==> src/rtl/csc_pkg.sv <==
// Shared mode encoding, coefficient tables and pipeline constants for the
// colour-space converter.
package csc_pkg;

  typedef enum logic [1:0] {
    MODE_RGB2YCC_601 = 2'd0,
    MODE_RGB2YCC_709 = 2'd1,
    MODE_YCC2RGB_601 = 2'd2,
    MODE_BYPASS      = 2'd3
  } csc_mode_e;

  localparam int LATENCY = 3;

  // Q.8 coefficients indexed [mode][output channel][input channel].
  // Y-to-RGB and bypass rows use 256 (= 1.0) so every mode shares one datapath.
  localparam int COEF_TAB [4][3][3] = '{
    '{'{ 77,  150,   29}, '{-43,  -85,  128}, '{128, -107,  -21}},
    '{'{ 54,  183,   19}, '{-29,  -99,  128}, '{128, -116,  -12}},
    '{'{256,    0,  359}, '{256,  -88, -183}, '{256,  454,    0}},
    '{'{256,    0,    0}, '{  0,  256,    0}, '{  0,    0,  256}}
  };

  function automatic logic chroma_offset(input csc_mode_e m, input int ch);
    return ((m == MODE_RGB2YCC_601) || (m == MODE_RGB2YCC_709)) && (ch != 0);
  endfunction

  function automatic logic centered_chroma(input csc_mode_e m);
    return m == MODE_YCC2RGB_601;
  endfunction

endpackage

==> src/rtl/csc_dot3.sv <==
// Registered three-term signed dot product with half-up rounding constant
// folded into the second register stage.
module csc_dot3
  import csc_pkg::*;
#(
  parameter int A_W    = 9,
  parameter int C_W    = 10,
  parameter int RND_SH = 8
) (
  input  logic                     sys_clk,
  input  logic signed [A_W-1:0]    a0,
  input  logic signed [A_W-1:0]    a1,
  input  logic signed [A_W-1:0]    a2,
  input  logic signed [C_W-1:0]    c0,
  input  logic signed [C_W-1:0]    c1,
  input  logic signed [C_W-1:0]    c2,
  output logic signed [A_W+C_W-1:0] sum_p1
);

  localparam int S_W = A_W + C_W;
  localparam logic signed [S_W-1:0] HALF = S_W'(2 ** (RND_SH - 1));

  logic signed [S_W-1:0] prod0_p0, prod1_p0, prod2_p0;

  function automatic logic signed [S_W-1:0] round_half_up(input logic signed [S_W-1:0] s);
    return s + HALF;
  endfunction

  // stage p0: products
  always_ff @(posedge sys_clk) begin
    prod0_p0 <= S_W'(a0) * S_W'(c0);
    prod1_p0 <= S_W'(a1) * S_W'(c1);
    prod2_p0 <= S_W'(a2) * S_W'(c2);
  end

  // stage p1: rounded sum
  always_ff @(posedge sys_clk) begin
    sum_p1 <= round_half_up(prod0_p0 + prod1_p0 + prod2_p0);
  end

endmodule

==> src/rtl/csc_pipe.sv <==
// Three-stage colour-space converter (RGB<->YCbCr, bypass); the mode is
// latched per frame on vsync rise and travels with each pixel.
module csc_pipe
  import csc_pkg::*;
#(
  parameter int         DATA_W       = 8,
  parameter int         COEF_FRAC    = 8,
  parameter logic [1:0] DEFAULT_MODE = 2'd0
) (
  input  logic              sys_clk,
  input  logic              sys_rst,
  input  logic [1:0]        cfg_mode,
  input  logic              per_img_vsync,
  input  logic              per_img_href,
  input  logic [DATA_W-1:0] per_img_ch0,
  input  logic [DATA_W-1:0] per_img_ch1,
  input  logic [DATA_W-1:0] per_img_ch2,
  output logic              post_img_vsync,
  output logic              post_img_href,
  output logic [DATA_W-1:0] post_img_ch0,
  output logic [DATA_W-1:0] post_img_ch1,
  output logic [DATA_W-1:0] post_img_ch2,
  output logic [1:0]        act_mode
);

  localparam int A_W = DATA_W + 1;
  localparam int C_W = COEF_FRAC + 2;
  localparam int S_W = A_W + C_W;
  localparam csc_mode_e DEF = csc_mode_e'(DEFAULT_MODE);
  localparam logic signed [A_W-1:0] MID_A = A_W'(2 ** (DATA_W - 1));
  localparam logic signed [S_W-1:0] MID_S = S_W'(2 ** (DATA_W - 1));
  localparam logic signed [S_W-1:0] MAX_S = S_W'(2 ** DATA_W - 1);

  logic      vsync_d;
  logic      vsync_rise;
  csc_mode_e mode_act;
  csc_mode_e mode_cur;

  logic      vld_p0, vld_p1, vld_p2;
  logic      vs_p0, vs_p1, vs_p2;
  csc_mode_e mode_p0, mode_p1, mode_p2;

  logic signed [A_W-1:0] opd  [3];
  logic signed [C_W-1:0] coef [3][3];
  logic signed [S_W-1:0] sum0_p1, sum1_p1, sum2_p1;
  logic [DATA_W-1:0]     ch0_p2, ch1_p2, ch2_p2;

  function automatic logic [DATA_W-1:0] shift_sat(input logic signed [S_W-1:0] s,
                                                  input logic add_mid);
    logic signed [S_W-1:0] v;
    v = s >>> COEF_FRAC;
    if (add_mid) v = v + MID_S;
    if (v[S_W-1]) return '0;
    if (v > MAX_S) return '1;
    return v[DATA_W-1:0];
  endfunction

  // A pixel arriving in the same cycle as the vsync rise already uses the new mode.
  assign vsync_rise = per_img_vsync & ~vsync_d;
  assign mode_cur   = vsync_rise ? csc_mode_e'(cfg_mode) : mode_act;

  always_comb begin
    opd[0] = signed'({1'b0, per_img_ch0});
    opd[1] = signed'({1'b0, per_img_ch1});
    opd[2] = signed'({1'b0, per_img_ch2});
    if (centered_chroma(mode_cur)) begin
      opd[1] = opd[1] - MID_A;
      opd[2] = opd[2] - MID_A;
    end
    for (int r = 0; r < 3; r++)
      for (int c = 0; c < 3; c++)
        coef[r][c] = C_W'(COEF_TAB[mode_cur][r][c]);
  end

  csc_dot3 #(.A_W(A_W), .C_W(C_W), .RND_SH(COEF_FRAC)) u_dot_ch0 (
    .sys_clk (sys_clk),
    .a0      (opd[0]),
    .a1      (opd[1]),
    .a2      (opd[2]),
    .c0      (coef[0][0]),
    .c1      (coef[0][1]),
    .c2      (coef[0][2]),
    .sum_p1  (sum0_p1)
  );

  csc_dot3 #(.A_W(A_W), .C_W(C_W), .RND_SH(COEF_FRAC)) u_dot_ch1 (
    .sys_clk (sys_clk),
    .a0      (opd[0]),
    .a1      (opd[1]),
    .a2      (opd[2]),
    .c0      (coef[1][0]),
    .c1      (coef[1][1]),
    .c2      (coef[1][2]),
    .sum_p1  (sum1_p1)
  );

  csc_dot3 #(.A_W(A_W), .C_W(C_W), .RND_SH(COEF_FRAC)) u_dot_ch2 (
    .sys_clk (sys_clk),
    .a0      (opd[0]),
    .a1      (opd[1]),
    .a2      (opd[2]),
    .c0      (coef[2][0]),
    .c1      (coef[2][1]),
    .c2      (coef[2][2]),
    .sum_p1  (sum2_p1)
  );

  // Input edge detector tracks vsync through reset, so a vsync already high at release is no rise.
  always_ff @(posedge sys_clk) begin
    vsync_d <= per_img_vsync;
  end

  // stages p0..p2: valid, sync and mode travel alongside the datapath
  always_ff @(posedge sys_clk) begin
    if (!sys_rst) begin
      mode_act <= DEF;
      vld_p0   <= 1'b0;
      vld_p1   <= 1'b0;
      vld_p2   <= 1'b0;
      vs_p0    <= 1'b0;
      vs_p1    <= 1'b0;
      vs_p2    <= 1'b0;
      mode_p0  <= DEF;
      mode_p1  <= DEF;
      mode_p2  <= DEF;
    end else begin
      if (vsync_rise) mode_act <= csc_mode_e'(cfg_mode);
      vld_p0  <= per_img_href;
      vs_p0   <= per_img_vsync;
      mode_p0 <= mode_cur;
      vld_p1  <= vld_p0;
      vs_p1   <= vs_p0;
      mode_p1 <= mode_p0;
      vld_p2  <= vld_p1;
      vs_p2   <= vs_p1;
      mode_p2 <= mode_p1;
    end
  end

  // stage p2: shift, chroma offset, clamp
  always_ff @(posedge sys_clk) begin
    ch0_p2 <= shift_sat(sum0_p1, chroma_offset(mode_p1, 0));
    ch1_p2 <= shift_sat(sum1_p1, chroma_offset(mode_p1, 1));
    ch2_p2 <= shift_sat(sum2_p1, chroma_offset(mode_p1, 2));
  end

  assign post_img_vsync = vs_p2;
  assign post_img_href  = vld_p2;
  assign post_img_ch0   = vld_p2 ? ch0_p2 : '0;
  assign post_img_ch1   = vld_p2 ? ch1_p2 : '0;
  assign post_img_ch2   = vld_p2 ? ch2_p2 : '0;
  assign act_mode       = mode_p2;

endmodule

==> config.mk <==
export PLATFORM = sky130hd
export DESIGN_NAME = csc_pipe
export DESIGN_NICKNAME = d
export VERILOG_FILES = /design/src/rtl/csc_pkg.sv /design/src/rtl/csc_dot3.sv /design/src/rtl/csc_pipe.sv
export SDC_FILE = /design/constraint.sdc
export NUM_CORES = 1
export LEC_CHECK = 0
export ABC_AREA = 0
export BUFFER_PORTS_ARGS = -buffer_cell sky130_fd_sc_hd__buf_2
export CORE_MARGIN = 4
export CORE_UTILIZATION = 35
export CTS_BUF_LIST = sky130_fd_sc_hd__clkbuf_16
export DETAILED_ROUTE_END_ITERATION = 8
export HOLD_SLACK_MARGIN = 0.1
export PLACE_DENSITY = 0.6
export RECOVER_POWER = 25
export SYNTH_ARGS = -nofsm -noshare
export SYNTH_HDL_FRONTEND = slang
export SYNTH_SLANG_ARGS = --single-unit
==> constraint.sdc <==
create_clock -name sys_clk -period 8.8 [get_ports sys_clk]
set_input_delay 0.44 -clock sys_clk [delete_from_list [all_inputs] [get_ports sys_clk]]
set_output_delay 0.44 -clock sys_clk [all_outputs]
set_load 0.03 [all_outputs]
## After elaboration in Yosys (flattened, before gate mapping)

Cells that the tools add are included.

- Flip-flop bits (word level): 265
- Output and inout port bits: 28
- Word-level logic and storage cells: 89

- Add/subtract/negate cells: 13
- Multiply operators: 9
- $lt $le $gt $ge: 4
- Eq/ne operators: 2
- Multiplexer cells: 31
- Bitwise operators: 3
- Reduce and logical (&&, ||, !) cells: 2

Operators by type and width:

| operator | count |
|---|---|
| 288-bit binary-select mux with 2-bit select | 1 |
| 266-bit 2-to-1 mux | 2 |
| 9-bit by 10-bit multiplier with 19-bit output | 9 |
| 8-bit 2-to-1 mux | 15 |
| 19-bit adder | 6 |
| 19-bit by 9-bit adder with 19-bit output (second input constant) | 3 |
| 19-bit by 9-bit greater-than comparator with 1-bit output (second input constant) | 2 |
| 19-bit 2-to-1 mux | 2 |
| 11-bit by 9-bit adder with 12-bit output (second input constant) | 2 |
| 18-bit 2-to-1 mux | 1 |
| 8-bit by 8-bit subtractor with 9-bit output (second input constant) | 2 |
| 11-bit by 9-bit greater-than comparator with 1-bit output (second input constant) | 1 |
| 1-bit 2-to-1 mux | 9 |
| 3-bit >= comparator (second input constant) | 1 |
| 2-bit inverter with 3-bit output | 1 |
| 2-bit by 1-bit equality test with 1-bit output (second input constant) | 1 |
| 2-bit equality test (second input constant) | 1 |
| 2-bit logical NOT | 1 |
| 2-bit 2-to-1 mux | 1 |
| 1-bit bitwise AND | 1 |
| 1-bit logical OR | 1 |
| 1-bit inverter | 1 |

## Longest topological paths before layout

Gate-level depths: netlist (run 1).

- Depth after elaboration: 8
- Gate-level depth with buffers: 28

## Modules after synthesis

From an unflattened synthesis (run 1), not the netlist that was laid out.

- Cell total of the unflattened synthesis: 4015
- Area, all modules: 39392.8 um^2

Modules (own cells, without submodules):

| module | times used | cells each | area each (um^2) | sequential area each (um^2) |
|---|---|---|---|---|
| csc_dot3 at u_dot_ch2 | 1 | 1283 | 12637.1 | 1521.5 |
| csc_dot3 at u_dot_ch1 | 1 | 1283 | 12610.8 | 1521.5 |
| csc_dot3 at u_dot_ch0 | 1 | 1274 | 12545.8 | 1521.5 |
| csc_pipe | 1 | 175 | 1599.0 | 740.7 |

## Least setup slack after synthesis (run 1)

Ideal clock, no wire load.

- Path type: input -> register
- From: input per_img_vsync
- To: register u_dot_ch1.prod1_p0[17]
- Arrival: 6.473 ns
- Path slack: 2.204 ns
- Stages: 25
- Path through: nand2b_1 mux2i_1 inv_1 clkbuf_1 ha_1 clkbuf_1 clkbuf_1 nor2_1 inv_1 fa_1 fa_1 inv_1 fa_1 fa_1 inv_1 fa_1 inv_1 ha_1 o21a_1 o31a_1 o211ai_1 nand2_1 a2111oi_0 o21bai_1 xor2_1

- Cells in the longest elaborated chain, start to end: 7

RTL lines:

| what | line | text |
|---|---|---|
| from (decl) | csc_pipe.sv:13 | `input logic per_img_vsync,` |
| 1-bit bitwise AND * | csc_pipe.sv:59 | `assign vsync_rise = per_img_vsync & ~vsync_d;` |
| 2-bit 2-to-1 mux * | - |  |
| 2-bit inverter with 3-bit output (not written as such) | csc_pipe.sv:72 | `coef[r][c] = C_W'(COEF_TAB[mode_cur][r][c]);` |
| 288-bit binary-select mux with 2-bit select | csc_pipe.sv:72 |  |
| 266-bit 2-to-1 mux (2 in series) | - |  |
| 9-bit by 10-bit multiplier with 19-bit output * | csc_dot3.sv:32 | `prod1_p0 <= S_W'(a1) * S_W'(c1);` |
| to (signal assigned) | csc_dot3.sv:32 |  |
| to (decl) | csc_dot3.sv:23 | `logic signed [S_W-1:0] prod0_p0, prod1_p0, prod2_p0;` |

Every way passes the cells marked *; elsewhere a longest branch is shown, timed or not. The select of a mux whose other input is x is not followed.
A chain may end at the register's enable or synchronous reset.

## Worst setup path after layout (run 1)

- From: input per_img_vsync
- To: register u_dot_ch0.prod1_p0[17]

- Cells in the longest elaborated chain, start to end: 7

RTL lines:

| what | line |
|---|---|
| 1-bit bitwise AND * | csc_pipe.sv:59 |
| 2-bit 2-to-1 mux * | - |
| 2-bit inverter with 3-bit output (not written as such) | csc_pipe.sv:72 |
| 288-bit binary-select mux with 2-bit select | csc_pipe.sv:72 |
| 266-bit 2-to-1 mux (2 in series) | - |
| 9-bit by 10-bit multiplier with 19-bit output * | csc_dot3.sv:32 |
| to (signal assigned) | csc_dot3.sv:32 |
| to (decl) | csc_dot3.sv:23 |

Marked as above.

==> impl_metrics.yaml, run 1 <==
outcome:
  status: "finished, violations left"
  violations: "max-capacitance violations"
sta:
  rsz0062_at_grt: "false"
  min_period_over_period: 0.851
  hold_viol_final: 0
  timing.hold.ws_ns: 0.245
  drv_slew: 0
  max_slew.worst_pin.slew_ns: 1.49
  relSlewSlack: 0.00578
  finalSetupViolations: 0
  skew_ns: 0.0207
  fmax_ghz: 0.134
  finalSetupTns_ns: 0
  setup_slack_ns: 1.31
  min_period_ns: 7.49
yosys:
  ys_warn_count: 0
  synth_top_area_frac: 0.309
  synth_area_leaders: "fa_1 31%, ha_1 23%, dfxtp_1 16%"
  synth.net_count: 3777
  synth-edff-count: 0
  ys_seq_elements: 231
  synth_area_leader_cell: "fa_1"
  postSynthCellCount: 2794
  async_flop_share: 0
  synth_seq_area_share: 0.163
  syn_area_per_cell_um2: 10.1
  synthFlopType: "dfxtp_1"
  ys_types: 69
  netlist_area_um2: 28300
floorplan:
  dieArea_um2: 85600
  io_pins: 58
  num_rows: 104
  die_x_um: 293
  coreArea_um2: 80400
  initial_core_util: 0.352
  die_y_um: 293
cts:
  cts_htree_levels: 1
  cts_setup_buffers: 0
  root_buffer: "clkbuf_16"
  clk_pin_slew_ns: 0.06
  clk_latency_ns: 0.56
  cts-buffers-inserted: 29
  cts_sinks: 231
  cts_tree: "yes"
  cts_buffer_depth: 3
  ctsResizeCount: 0
place:
  io_buffer_count: 57
  dp_hpwl_um: 57700
  gp_congestion: 0.962
  pre_cts_ws_ns: 1.25
worst_setup_path:
  required_ns: 9.25
  worstRegToRegCells: 24
  cp_max_fo: 12
  crit_arrival_ns: 7.93
  rrSetupSlack_ns: 1.53
  setup.worst_path.end: "u_dot_ch0.prod1_p0[17]"
  timing.rr.end: "u_dot_ch0.prod1_p0[17]"
  critPathCaptureType: "flop"
  rr_startpoint: "vsync_d"
  critPathKind: "in -> reg"
  cp-startpoint: "per_img_vsync"
  start_kind: "primary input"
route:
  via_per_inst: 4.67
  firstDrtPassIters: 6
  ant_nets: 0
  drt_iter0_markers: 778
  wl_per_cell_um: 16.8
  drt-total-wl_um: 66300
  vias: 18500
  drc: 0
global_routing:
  grt_pass1_wl_um: 107000
  grt_antenna_before_repair: 12
  grt_pass1_vias: 19900
  grt-ovfl-total: 0
  grt_use_total: 0.159
  grt_max_degree: 26
hold_path:
  hold_path_class: "in -> reg"
run:
  max-cap-violations: 1
finish:
  drive_gt1_frac: 0.0454
  area_growth_syn_to_layout_pct: 9.10
  nets: 3848
-- cells in the mapped netlist, types with 6 or more instances --
master and n:
inv_1 618, ha_1 515, fa_1 438, dfxtp_1 231, xnor2_1 138, and2_1 110, nand2_1 109, nor2_1 93
a21oi_1 88, o21ai_0 48, o21a_1 37, xor2_1 36, nor2b_1 34, a21o_1 31, clkbuf_1 29, nand2b_1 28
nor3_1 26, o21bai_1 21, a211oi_1 16, nand3_1 16, a31oi_1 11, and3_1 10, or2_2 10, o31a_1 8
nand4_1 6, o211ai_1 6, o21ai_1 6
-- worst min path at each step --
stage / startpoint / end / slack [ns] / cells past startpoint
6_report: sys_rst / post_img_vsync / 0.24 / 2
5_1_grt: sys_rst / post_img_href / 0.23 / 2
4_1_cts: sys_rst / post_img_vsync / 0.21 / 2
3_5_place_dp: vld_p1 / post_img_href / 0.42 / 1
3_3_place_gp: vs_p0 / vs_p1 / 0.41 / 1
2_1_floorplan: mode_p1[0] / act_mode[0] / 0.41 / 1
-- critical path, cell delays in order --
cell           delay, ns
dlygate4sd3_1       0.53
clkbuf_1            0.12
nand2b_1            0.15
mux2i_2             0.60
ha_1                0.65
ha_1                0.50
inv_1               0.38
nor2_1              0.42
xnor2_1             0.17
ha_1                0.25
inv_1               0.07
fa_1                0.42
fa_1                0.49
inv_1               0.05
fa_1                0.48
inv_1               0.05
fa_1                0.49
inv_1               0.05
ha_1                0.32
o21a_1              0.21
o31a_1              0.13
o211ai_1            0.17
nand2_1             0.11
a2111oi_0           0.38
o21bai_1            0.14
xor2_1              0.15
-- cells by family after synthesis --
kind of cell	share of synthesized area
muxes	0.000706
and+or+nand+nor	0.0855
xor gates and xnor gates	0.0538
AOI/OAI and AO/OA	0.0739
DFF	0.163
other	0.000265
adders and majority gates	0.537
buffers and inverters	0.0859
-- per-stage QoR --
step | cell area [um^2] | cells | utilization
after global placement | 29900 | 3892 | 0.372
after floorplan | 28300 | 2794 | -
after detailed placement | 29900 | 3892 | 0.372
final | 30900 | 3954 | 0.385
after CTS | 30900 | 3946 | 0.385
after global routing | 30900 | 3947 | 0.384
-- flip-flops by register name, indices dropped and copies added (netlist names), 18 cells and up --
register,flops
u_dot_ch0.prod2_p0,19
u_dot_ch1.prod1_p0,19
u_dot_ch0.prod1_p0,19
u_dot_ch0.prod0_p0,18
u_dot_ch2.prod1_p0,19
u_dot_ch2.prod2_p0,19
u_dot_ch1.prod0_p0,18
u_dot_ch1.prod2_p0,19
-- final cells by class --
cell class                 instances  area, um^2
timing repair buffer              70         374
fill                            8018       49500
inverter                         619        2320
multi-input combinational       1914       21300
clock buffer                      29         726
sequential                       231        4620
antenna                            8        20.0
tap                             1060        1330
clock inverter                    23         241
-- placed cells by master (no fill, tap or decap), drive strengths merged, types with 10 or more instances in the layout --
| cell | n |
|---|---|
| nand2 | 109 |
| ha | 515 |
| clkbuf | 38 |
| nor2b | 34 |
| nand3 | 16 |
| nor3 | 28 |
| o21bai | 21 |
| buf | 59 |
| a211oi | 16 |
| o21a | 37 |
| dfxtp | 231 |
| a21o | 31 |
| a21oi | 91 |
| a31oi | 12 |
| nor2 | 93 |
| nand2b | 28 |
| and2 | 110 |
| inv | 625 |
| xor2 | 36 |
| o21ai | 55 |
| or2 | 11 |
| xnor2 | 138 |
| and3 | 10 |
| fa | 438 |
-- metal layers --
layer / up-vias / GRT usage / part of all wire
met5: - / 0 / 0.00020
met4: 2 / 0.0464 / 0.032
met3: 106 / 0.0390 / 0.069
met2: 376 / 0.258 / 0.45
met1: 8998 / 0.210 / 0.45
li1: 8988 / - / -
-- what timing repair did --
| item | CTS | global route |
|---|---|---|
| setup endpoints to repair | 0 | 0 |
| hold endpoints to repair | 3 | 0 |
| hold buffers | 2 | 0 |
Power of run 1 is left out: the tool's default activity adds up to more than one toggle a clock period on the data nets, which glitch-free logic cannot reach.
==> run 2: changes to the inputs <==
--- a/config.mk
+++ b/config.mk
@@ -12,8 +12,9 @@
 export CTS_BUF_LIST = sky130_fd_sc_hd__clkbuf_16
 export DETAILED_ROUTE_END_ITERATION = 8
 export HOLD_SLACK_MARGIN = 0.1
-export PLACE_DENSITY = 0.6
+export PLACE_DENSITY = 0.59
 export RECOVER_POWER = 25
 export SYNTH_ARGS = -nofsm -noshare
 export SYNTH_HDL_FRONTEND = slang
+export SYNTH_HIERARCHICAL = 1
 export SYNTH_SLANG_ARGS = --single-unit
==> impl_metrics.yaml, run 2 <==
place:
  io_buffer_count: 57
  gp_congestion: 0.834
  placed_cell_area_um2: 41500
  dp_hpwl_um: 67500
  pre_cts_ws_ns: 0.981
global_routing:
  grt_pass1_vias: 27800
  grt_pass1_wl_um: 145000
  grt_antenna_before_repair: 7
  grt-ovfl-total: 0
  grt_max_degree: 84
  grt_use_total: 0.154
floorplan:
  dieArea_um2: 116000
  die_x_um: 341
  coreArea_um2: 109000
  io_pins: 58
  num_rows: 121
  initial_core_util: 0.354
  die_y_um: 341
worst_setup_path:
  required_ns: 9.27
  cp_max_fo: 51
  critPathKind: "in -> reg"
  start_kind: "primary input"
  crit_arrival_ns: 8.29
  critPathCaptureType: "flop"
cts:
  cts_sinks: 241
  cts-buffers-inserted: 30
  clk_latency_ns: 0.61
  cts_htree_levels: 1
  clk_pin_slew_ns: 0.06
  ctsResizeCount: 0
  root_buffer: "clkbuf_16"
  cts_buffer_depth: 3
  cts_tree: "yes"
route:
  via_per_inst: 4.51
  drt_iter0_markers: 831
  wl_per_cell_um: 15.0
  firstDrtPassIters: 7
  drt-total-wl_um: 84900
  ant_nets: 0
  vias: 25600
  drc: 0
sta:
  setup_slack_ns: 0.983
  finalSetupTns_ns: 0
  relSlewSlack: 0.0859
  max_slew.worst_pin.slew_ns: 1.33
  min_period_over_period: 0.888
  min_period_ns: 7.82
  skew_ns: 0.0357
  hold_viol_final: 0
  drv_slew: 0
  finalSetupViolations: 0
  rsz0062_at_grt: "false"
  fmax_ghz: 0.128
finish:
  nets: 5421
  drive_gt1_frac: 0.0381
  fillers: 11000
  final_area_um2: 42400
  mostFrequentLayoutCells: "750 x fa_1, 731 x inv_1, 465 x ha_1"
  area_growth_syn_to_layout_pct: 9.65
  final_common_cell: "fa_1"
yosys:
  syn_area_per_cell_um2: 9.77
  postSynthCellCount: 3960
  ys_warn_count: 6
  netlist_area_um2: 38700
hold_path:
  hold_path_class: "in -> reg"
outcome:
  status: "finished clean"
run:
  max-cap-violations: 0
==> run 2: cell type report <==
type                            instances  area, um^2  area share
Timing Repair Buffer                   77         453      0.0107
Inverter                              729        2740      0.0645
Clock inverter                         26         251     0.00593
Sequential cell                       241        4820       0.114
Multi-Input combinational cell       3094       31600       0.744
Tap cell                             1476        1850      0.0435
Antenna cell                            4        10.0    0.000236
Clock buffer                           30         751      0.0177
==> run 2: critical path, stage by stage <==
cell,delay [ns]
dlygate4sd3_1,0.52
clkbuf_1,0.12
nor2b_1,0.33
mux2i_1,1.11
buf_4,0.48
ha_4,0.61
buf_4,0.48
nand2_1,0.14
fa_1,0.51
fa_1,0.54
inv_1,0.05
fa_1,0.46
fa_1,0.52
fa_1,0.43
ha_1,0.36
nand3_1,0.10
a31oi_1,0.28
a31oi_1,0.17
a21oi_1,0.26
mux2i_1,0.21
o211ai_1,0.10
==> run 2: path summary, 6_finish.rpt <==
check	slack [ns]	cells past startpoint	start	to
max	0.98	21	per_img_vsync	u_dot_ch2/prod1_p0[17]
min reg2reg	0.43	1	vld_p0	vld_p1
min	0.17	2	sys_rst	mode_p0[0]
max reg2reg	1.20	19	vsync_d	u_dot_ch2/prod1_p0[17]
==> run 2: what timing repair did <==
item                                    CTS  global route
hold buffers                              2             0
endpoints found under the hold margin     3             0
endpoints found under the setup margin    0             0
buffers inserted                          0             0
==> run 2: metrics by stage <==
| step | cells | hold WS (ns) | util |
|---|---|---|---|
| 6_report | 5677 | 0.170 | 0.388 |
| 5_1_grt | 5673 | 0.150 | 0.388 |
| 4_1_cts | 5673 | 0.138 | 0.389 |
| 3_5_place_dp | 5615 | 0.418 | 0.379 |
| 3_3_place_gp | 5615 | 0.414 | 0.379 |
| 2_1_floorplan | 4167 | 0.406 | - |
==> run 2: routing by layer <==
metal  share of wire  track usage
met1            0.46        0.210
met2            0.49        0.265
met3           0.031       0.0165
met4           0.021       0.0286
met5         0.00032            0
Power of run 2 is left out for the same reason.
==> run 3: changes to the inputs <==
--- a/config.mk
+++ b/config.mk
@@ -9,7 +9,6 @@
 export BUFFER_PORTS_ARGS = -buffer_cell sky130_fd_sc_hd__buf_2
 export CORE_MARGIN = 4
 export CORE_UTILIZATION = 35
-export CTS_BUF_LIST = sky130_fd_sc_hd__clkbuf_16
 export DETAILED_ROUTE_END_ITERATION = 8
 export HOLD_SLACK_MARGIN = 0.1
 export PLACE_DENSITY = 0.59
==> impl_metrics.yaml, run 3 (synthesis gave the netlist of run 2 again) <==
finish:
  mostFrequentLayoutCells: "750 x fa_1, 728 x inv_1, 465 x ha_1"
  final_common_cell: "fa_1"
  area_growth_syn_to_layout_pct: 9.74
  drive_gt1_frac: 0.0388
  nets: 5421
  fillers: 11000
cts:
  cts_tree: "yes"
  cts_buffer_depth: 3
  cts_sinks: 241
  cts_setup_buffers: 0
  clk_pin_slew_ns: 0.06
  cts-buffers-inserted: 30
  clk_latency_ns: 0.61
  root_buffer: "clkbuf_16"
  cts_htree_levels: 1
sta:
  fmax_ghz: 0.128
  drv_slew: 0
  min_period_ns: 7.82
  hold_viol_final: 0
  finalSetupTns_ns: 0
  relSlewSlack: 0.0904
  min_period_over_period: 0.888
  rsz0062_at_grt: "false"
  max_slew.worst_pin.slew_ns: 1.33
  skew_ns: 0.0373
  finalSetupViolations: 0
route:
  vias: 25600
  drt_iter0_markers: 875
  via_per_inst: 4.51
  drc: 0
  ant_nets: 0
  firstDrtPassIters: 5
  drt-total-wl_um: 84900
  wl_per_cell_um: 15.0
worst_setup_path:
  cp_slowest_stage_delay_ns: 1.11
  critPathKind: "in -> reg"
  required_ns: 9.27
  worstPathCellList: "dlygate4sd3_1, clkbuf_1, nor2b_1, mux2i_1, buf_4, ha_4, buf_4, nand2_1, fa_1, fa_1, inv_1, fa_1, fa_1, fa_1, ha_1, nand3_1, a31oi_1, a31oi_1, a21oi_1, mux2i_1, o211ai_1"
  slowest_stage: "mux2i_1"
  crit_buf_inv: 5
  crit_arrival_ns: 8.28
  start_kind: "primary input"
  critical-path-top-delay-family: "adder cells"
  critPathCaptureType: "flop"
  cp_max_fo: 51
  cpMostUsedCell: "fa_1"
floorplan:
  die_y_um: 341
  dieArea_um2: 116000
  io_pins: 58
  num_rows: 121
  coreArea_um2: 109000
  initial_core_util: 0.354
  die_x_um: 341
place:
  io_buffer_count: 57
  gp_congestion: 0.834
  dp_hpwl_um: 67500
global_routing:
  grt_use_total: 0.153
  grt_antenna_before_repair: 7
  grt_pass1_wl_um: 145000
  grt-ovfl-total: 0
  grt_pass1_vias: 27800
  grt_max_degree: 84
hold_path:
  hold_path_class: "in -> reg"
outcome:
  status: "finished clean"
run:
  max-cap-violations: 0
-- run 3: cell count changes in the layout (fill, tap and decap cells not counted), sizes merged --
cell	delta
clkbuf	+6
clkinv	-3
diode	+1
inv	-3
-- run 3: layer usage --
metal  GRT usage  wire length (um)
met5           0                27
met4      0.0286              1740
met3      0.0165              2340
met2       0.265             41300
met1       0.210             39500
-- run 3: per-stage QoR --
step           hold slack [ns]  cell area, um^2  worst slack [ns]  instances  utilization
3_3_place_gp             0.414            41500              1.15       5615        0.379
4_1_cts                  0.138            42500              1.08       5673        0.389
3_5_place_dp             0.418            41500             0.981       5615        0.379
2_1_floorplan            0.406            39500             0.416       4167            -
6_report                 0.173            42500             0.983       5678        0.389
5_1_grt                  0.150            42500             0.605       5673        0.388
-- run 3: final timing paths --
check | from | end | slack [ns] | cells after the start
worst min register to register | vld_p0 | vld_p1 | 0.43 | 1
worst max-delay path | per_img_vsync | u_dot_ch2/prod1_p0[17] | 0.98 | 21
worst max register to register | vsync_d | u_dot_ch2/prod1_p0[17] | 1.20 | 19
worst min-delay path | sys_rst | mode_p0[0] | 0.17 | 2
-- run 3: cell type report --
class,instances,area [um^2],share of cell area
Antenna cell,5,12.5,0.000295
Clock buffer,36,803,0.0189
Clock inverter,20,229,0.00539
Inverter,729,2740,0.0644
Multi-Input combinational cell,3094,31600,0.743
Sequential cell,241,4820,0.114
Tap cell,1476,1850,0.0435
Timing Repair Buffer,77,453,0.0107
-- run 3: repair_timing --
item,4_1_cts,5_1_grt
endpoints found under the hold margin,3,0
gates resized for setup,0,0
hold buffers,2,0
-- run 3: worst reg2reg max path: stages, from the launching register on --
cell	delay [ns]
dfxtp_1	0.30
nor2b_1	0.29
mux2i_1	1.11
buf_4	0.49
ha_4	0.64
buf_4	0.49
nand2_1	0.15
fa_1	0.52
fa_1	0.54
inv_1	0.05
fa_1	0.46
fa_1	0.52
fa_1	0.43
ha_1	0.36
nand3_1	0.10
a31oi_1	0.28
a31oi_1	0.17
a21oi_1	0.26
mux2i_1	0.21
o211ai_1	0.10
Power of run 3 is left out for the same reason.
